**src/rtl/ita_package.sv**
```systemverilog
// ita_package: shared types for the ITA accelerator and its job scheduler.
//   layer_e / step_e / ctrl_t : controller descriptor and step encoding.
//   sched_state_e             : job scheduler FSM states.
//   ItaStartTimeout           : default start-timeout budget in cycles.
//   id_width()                : index width for a requester count (min 1).
package ita_package;

   typedef enum logic [1:0] {
      Attention,
      Linear,
      Feedforward
   } layer_e;

   typedef enum logic [2:0] {
      Idle,
      Q,
      K,
      V,
      QK,
      AV,
      OW,
      MatMul
   } step_e;

   typedef struct packed {
      logic        start;
      layer_e      layer;
      logic [7:0]  eps_mult;
      logic [7:0]  right_shift;
      logic [15:0] tile_e;
      logic [15:0] tile_f;
      logic [15:0] tile_s;
   } ctrl_t;

   // Prefixed so they do not collide with step_e::Idle.
   typedef enum logic [2:0] {
      SchedIdle,
      SchedLaunch,
      SchedWaitStart,
      SchedRun,
      SchedResp
   } sched_state_e;

   localparam int unsigned ItaStartTimeout = 16;

   function automatic int unsigned id_width(input int unsigned n);
      return (n > 1) ? $clog2(n) : 1;
   endfunction

endpackage

```
**src/rtl/ita_rr_arbiter.sv**
```systemverilog
// ita_rr_arbiter: round-robin arbiter that owns its rotating pointer.
//   clk_i, rst_i  : clock, asynchronous active-high reset (pointer -> 0)
//   req_i         : request vector
//   advance_i     : a grant was accepted; move pointer past the winner
//   grant_o       : one-hot grant (all zero when nothing requests)
//   grant_idx_o   : index of the granted requester
module ita_rr_arbiter
   import ita_package::*;
#(
   parameter  int unsigned NumReq = 4,
   localparam int unsigned IdW    = id_width(NumReq)
) (
   input  logic              clk_i,
   input  logic              rst_i,
   input  logic [NumReq-1:0] req_i,
   input  logic              advance_i,
   output logic [NumReq-1:0] grant_o,
   output logic [IdW-1:0]    grant_idx_o
);

   logic [IdW-1:0] ptr_q, ptr_d;
   logic           found;
   int unsigned    win;
   int unsigned    idx;

   // Search upward from the pointer, wrapping; first requester wins.
   always_comb begin
      grant_o     = '0;
      grant_idx_o = '0;
      found       = 1'b0;
      win         = 0;
      idx         = 0;
      for (int unsigned k = 0; k < NumReq; k++) begin
         idx = 32'(ptr_q) + k;
         if (idx >= NumReq) idx = idx - NumReq;
         for (int unsigned i = 0; i < NumReq; i++) begin
            if (!found && (i == idx) && req_i[i]) begin
               found      = 1'b1;
               grant_o[i] = 1'b1;
               win        = i;
            end
         end
      end
      grant_idx_o = IdW'(win);
   end

   always_comb begin
      ptr_d = ptr_q;
      if (advance_i && found) begin
         ptr_d = (win == NumReq - 1) ? '0 : IdW'(win + 1);
      end
   end

   always_ff @(posedge clk_i or posedge rst_i) begin
      if (rst_i) ptr_q <= '0;
      else       ptr_q <= ptr_d;
   end

endmodule

```
**src/rtl/ita_job_scheduler.sv**
```systemverilog
// ita_job_scheduler: shares one ITA controller between NumReq requesters.
//   clk_i, rst_i   : clock, asynchronous active-high reset
//   req_valid_i    : per-requester job valid
//   req_ready_o    : per-requester accept (one-hot, only in idle)
//   req_ctrl_i     : per-requester descriptor (start field ignored)
//   ctrl_o         : registered descriptor to the controller, start pulsed once
//   step_i         : controller's current step
//   done_valid_o / done_ready_i / done_id_o / done_err_o : tagged completion
//   busy_o         : a job is in flight or its completion is pending
module ita_job_scheduler
   import ita_package::*;
#(
   parameter  int unsigned NumReq       = 4,
   parameter  int unsigned StartTimeout = ItaStartTimeout,
   localparam int unsigned IdW          = id_width(NumReq)
) (
   input  logic              clk_i,
   input  logic              rst_i,
   input  logic [NumReq-1:0] req_valid_i,
   output logic [NumReq-1:0] req_ready_o,
   input  ctrl_t             req_ctrl_i [NumReq],
   output ctrl_t             ctrl_o,
   input  step_e             step_i,
   output logic              done_valid_o,
   input  logic              done_ready_i,
   output logic [IdW-1:0]    done_id_o,
   output logic              done_err_o,
   output logic              busy_o
);

   localparam int unsigned CntW = (StartTimeout > 1) ? $clog2(StartTimeout) : 1;

   sched_state_e    state_q, state_d;
   ctrl_t           ctrl_q, ctrl_d;
   logic [IdW-1:0]  id_q, id_d;
   logic            err_q, err_d;
   logic [CntW-1:0] cnt_q, cnt_d;

   logic [NumReq-1:0] grant;
   logic [IdW-1:0]    grant_idx;
   logic              any_req;
   logic              accept;

   assign any_req = |req_valid_i;
   // Ready is asserted for the winner whenever anything is valid in idle,
   // so the handshake reduces to "idle and some request".
   assign accept  = (state_q == SchedIdle) && any_req;

   ita_rr_arbiter #(
      .NumReq (NumReq)
   ) i_arb (
      .clk_i       (clk_i),
      .rst_i       (rst_i),
      .req_i       (req_valid_i),
      .advance_i   (accept),
      .grant_o     (grant),
      .grant_idx_o (grant_idx)
   );

   always_comb begin
      state_d     = state_q;
      ctrl_d      = ctrl_q;
      id_d        = id_q;
      err_d       = err_q;
      cnt_d       = cnt_q;
      req_ready_o = '0;
      case (state_q)
         SchedIdle: begin
            if (any_req) begin
               req_ready_o  = grant;
               ctrl_d       = req_ctrl_i[grant_idx];
               ctrl_d.start = 1'b0;
               id_d         = grant_idx;
               state_d      = SchedLaunch;
            end
         end
         SchedLaunch: begin
            // step_i still shows the pre-start value here; do not look at it.
            cnt_d   = '0;
            state_d = SchedWaitStart;
         end
         SchedWaitStart: begin
            // Launch plus StartTimeout-1 wait cycles gives a done exactly
            // StartTimeout cycles after the start pulse.
            if (step_i != Idle) begin
               state_d = SchedRun;
            end else if (cnt_q == CntW'(StartTimeout - 2)) begin
               err_d   = 1'b1;
               state_d = SchedResp;
            end else begin
               cnt_d = cnt_q + 1'b1;
            end
         end
         SchedRun: begin
            if (step_i == Idle) begin
               err_d   = 1'b0;
               state_d = SchedResp;
            end
         end
         SchedResp: begin
            if (done_ready_i) state_d = SchedIdle;
         end
         default: state_d = SchedIdle;
      endcase
   end

   always_ff @(posedge clk_i or posedge rst_i) begin
      if (rst_i) begin
         state_q <= SchedIdle;
         ctrl_q  <= '0;
         id_q    <= '0;
         err_q   <= 1'b0;
         cnt_q   <= '0;
      end else begin
         state_q <= state_d;
         ctrl_q  <= ctrl_d;
         id_q    <= id_d;
         err_q   <= err_d;
         cnt_q   <= cnt_d;
      end
   end

   always_comb begin
      ctrl_o       = ctrl_q;
      ctrl_o.start = (state_q == SchedLaunch);
   end

   assign done_valid_o = (state_q == SchedResp);
   assign done_id_o    = done_valid_o ? id_q : '0;
   assign done_err_o   = done_valid_o & err_q;
   assign busy_o       = (state_q != SchedIdle);

endmodule

```
**config.mk**
```make
export PLATFORM = sky130hd
export DESIGN_NAME = ita_job_scheduler
export DESIGN_NICKNAME = d
export VERILOG_FILES = /design/src/rtl/ita_package.sv /design/src/rtl/ita_rr_arbiter.sv /design/src/rtl/ita_job_scheduler.sv
export SDC_FILE = /design/constraint.sdc
export NUM_CORES = 1
export LEC_CHECK = 0
export CAP_MARGIN = 10
export CORE_MARGIN = 3
export CORE_UTILIZATION = 27
export CTS_BUF_LIST = sky130_fd_sc_hd__clkbuf_4 sky130_fd_sc_hd__clkbuf_8 sky130_fd_sc_hd__clkbuf_16
export DETAILED_ROUTE_END_ITERATION = 10
export HOLD_SLACK_MARGIN = 0.06
export PLACE_DENSITY = 0.61
export SLEW_MARGIN = 25
export SYNTH_ARGS = -nofsm -noshare
export SYNTH_HDL_FRONTEND = slang
export SYNTH_SLANG_ARGS = --single-unit
```
**constraint.sdc**
```tcl
create_clock -name clk_i -period 6.3 [get_ports clk_i]
set_input_delay 1.89 -clock clk_i [delete_from_list [all_inputs] [get_ports clk_i]]
set_output_delay 1.89 -clock clk_i [all_outputs]
set_load 0.05 [all_outputs]
```
==> results.yml <==
worst_setup_path:
  ff2ff_setup_slack_ns: 3.53
  worstSetupStartpoint: "req_valid_i[1]"
  critical_path_class: "input port to output pin"
  reg2reg_from: "i_arb.ptr_q[1]"
  critPathLaunchType: "input port"
  timing.critical_path.required_ns: 4.41
  category_of_the_worst_setup_path_capture_point: "output pin"
  cp-endpoint: "req_ready_o[0]"
  worst_reg2reg_path_length_in_cells: 6
  regToRegEndpoint: "ctrl_o[48]"
  crit_path_max_fanout: 8
  worst-endpoint-arrival_ns: 3.89
synth:
  synthArstFlopShare_pct: 100
  most_common_cell_in_the_synthesized_netlist: "sky130_fd_sc_hd__nand2_1"
  synth-edff-count: 0
  synth.yosys.seq_area_share_pct: 32.3
  mapped_nets: 946
  synth_common_cells: "85 x sky130_fd_sc_hd__nand2_1, 78 x sky130_fd_sc_hd__dfrtp_1, 68 x sky130_fd_sc_hd__nand4_1"
  yosys_warnings: 0
  synthesis.instances: 665
  syn_area_cell_um2: 9.09
  yosys_register_bits: 78
  synthFlopType: "sky130_fd_sc_hd__dfrtp_1"
  synth.largest_area_cell: "sky130_fd_sc_hd__dfrtp_1"
  synth_largest_type_area_fraction_pct: 32.3
  synth_cell_type_count: 36
  netlist_top_cells_area: "sky130_fd_sc_hd__dfrtp_1 32%, sky130_fd_sc_hd__mux2i_1 11%, sky130_fd_sc_hd__a211o_1 9.6%"
  synthesis.area_mm2: 0.00605
floorplan:
  die-height_um: 156
  fp.dieArea_mm2: 0.0242
  core_region_area_mm2: 0.0219
  standard_cell_rows: 54
  floorplan.die.width_um: 156
  start_util_pct: 27.6
  boundaryPins: 354
sta:
  final.hold.worst_slack_ns: 0.484
  max_clock_freq_ghz: 0.173
  drv_slew: 0
  timing_hold_violations_final: 0
  layout_worst_path_cycle_share_pct: 91.7
  setup_ws_ns: 0.524
  relSlewSlack_pct: 40.6
  timing.final.setup_violations: 0
  setup_tns_ns: 0
  final.min_clock_period_ns: 5.78
  clock-skew-final_ns: 0.00798
  rsz_0062_raised_after_global_routing: "false"
  tightest_slew_ns: 0.892
final_layout:
  layout-drive-gt1-share_pct: 8.97
  layout.core_utilization_pct: 45.6
  nets: 1235
  cell_area_after_layout_mm2: 0.00999
  areaGrowthSynthToFinish_pct: 65.2
  antennaDiodeCount: 0
  stdcell_count: 1239
grt:
  first_pass_grt_wire_length_um: 39000
  first_global_vias: 6640
  largest_net_degree_at_the_start_of_global_routing: 83
  total_congestion_overflow_after_global_routing: 0
  grtUsageTotal_pct: 20.3
  antenna_found_initial: 0
power_and_ir_drop:
  power_density_mw_per_mm2: 394
  power.switching_fraction_pct: 50.6
  net-switching-power_mw: 1.99
  power.share.combinational_pct: 64.1
  totalPowerFinal_mw: 3.94
  power_frac_seq_pct: 22.1
  intPower_mw: 1.95
  max-vdd-ir-drop_mv: 0.211
  clock_power_share_pct: 13.8
  leakage_nw: 4.05
hold_path:
  holdCritPathClass: "flip-flop to flip-flop"
place:
  dp.cells: 1223
  preCtsSetupSlack_ns: 0.508
  hpwl_um: 17700
  placer_congestion_estimate: 0.785
  port_buffers: 349
  dpl-instance-area_mm2: 0.00969
cts:
  cts_made_buffers: 9
  clock_tree.root_cell: "sky130_fd_sc_hd__clkbuf_16"
  clock_insertion_delay_worst_skew_ns: 0.34
  post-cts-setup-buffers: 0
  cts_buffer_depth: 2
  number_of_h_tree_levels: 3
  cts-resized-gates: 0
  clock_sinks: 78
  cts.clk_slew.worst_paths_ns: 0.07
  cts_hold_buf: 0
  cts_tree: "done"
detailed_routing:
  num_vias: 6689
  wl_um: 26000
  initialDrtViolationCount: 428
  firstDrtPassIters: 5
  drt_drc_violations_left: 0
  antenna_left: 0
  detail_route.vias_per_cell: 5.40
  routed_wire_length_per_instance_um: 21.0
run_status:
  result_of_the_run: "finished, final reports clean"
flow_run:
  max_cap_viol_count: 0
layer usage:
layer / GRT usage [%] / vias to the layer above / wire [µm]
li1: - / 3176 / -
met1: 25.8 / 3169 / 10900
met2: 34.7 / 315 / 12600
met3: 4.27 / 29 / 2020
met4: 6.42 / 0 / 476
met5: 0 / - / 0
worst max-delay path, cell delays in order:
cell                              delay (ns)
sky130_fd_sc_hd__clkdlybuf4s50_1        0.56
sky130_fd_sc_hd__nor2_1                 0.23
sky130_fd_sc_hd__a21oi_1                0.06
sky130_fd_sc_hd__o21ai_0                0.17
sky130_fd_sc_hd__and3_1                 0.18
sky130_fd_sc_hd__clkdlybuf4s50_1        0.80
cell usage in the layout, fill, tap and decap left out, types with 9 or more instances in the layout:
master | synthesis | routed
sky130_fd_sc_hd__o21ai_0 | 14 | 14
sky130_fd_sc_hd__nand2_1 | 85 | 84
sky130_fd_sc_hd__o211ai_2 | 38 | 38
sky130_fd_sc_hd__o31ai_1 | 67 | 67
sky130_fd_sc_hd__clkdlybuf4s50_1 | 0 | 347
sky130_fd_sc_hd__buf_4 | 9 | 12
sky130_fd_sc_hd__nand4_1 | 68 | 68
sky130_fd_sc_hd__mux2i_1 | 67 | 67
sky130_fd_sc_hd__dfrtp_1 | 78 | 78
sky130_fd_sc_hd__a211o_1 | 66 | 66
sky130_fd_sc_hd__nor2_1 | 13 | 12
sky130_fd_sc_hd__o211ai_1 | 28 | 28
sky130_fd_sc_hd__clkbuf_16 | 0 | 9
power by group through the flow:
stage                     sequential [mW]  combinational, mW  clock [mW]
after floorplan                      1.51               1.04           0
after global placement              0.871               2.53           0
after detailed placement            0.876               2.55           0
after CTS                           0.873               2.55       0.560
after global routing                0.902               2.68       0.578
final                               0.871               2.53       0.542
state kept, by name, indices dropped and copies added (netlist names):
signal / count
ctrl_o: 66
cnt_q: 4
state_q: 3
i_arb.ptr_q: 2
id_q: 2
err_q: 1
cells by family after synthesis:
kind of cell / count (synthesis) / synth area share (%)
simple gates: 186 / 15.3
fa+ha+maj: 3 / 0.621
buf+inv: 96 / 7.72
compound gates: 234 / 32.8
flops: 78 / 32.3
mux: 68 / 11.3
worst min path at each step:
stage	start	to	slack, ns	cells past startpoint
floorplan	id_q[0]	id_q[0]	0.44	2
global placement	id_q[0]	id_q[0]	0.46	2
detailed placement	id_q[0]	id_q[0]	0.47	2
CTS	id_q[0]	id_q[0]	0.49	2
global route	id_q[0]	id_q[0]	0.50	2
finish	id_q[0]	id_q[0]	0.48	2
area by class of cell:
| class | instances | area (µm²) |
|---|---|---|
| Tap cell | 280 | 350 |
| Timing Repair Buffer | 364 | 3670 |
| Clock buffer | 9 | 225 |
| Fill cell | 2206 | 11900 |
| Clock inverter | 7 | 73.8 |
| Multi-Input combinational cell | 491 | 3680 |
| Inverter | 10 | 38.8 |
| Sequential cell | 78 | 1950 |
No activity file was read; power rests on OpenSTA's default activity.
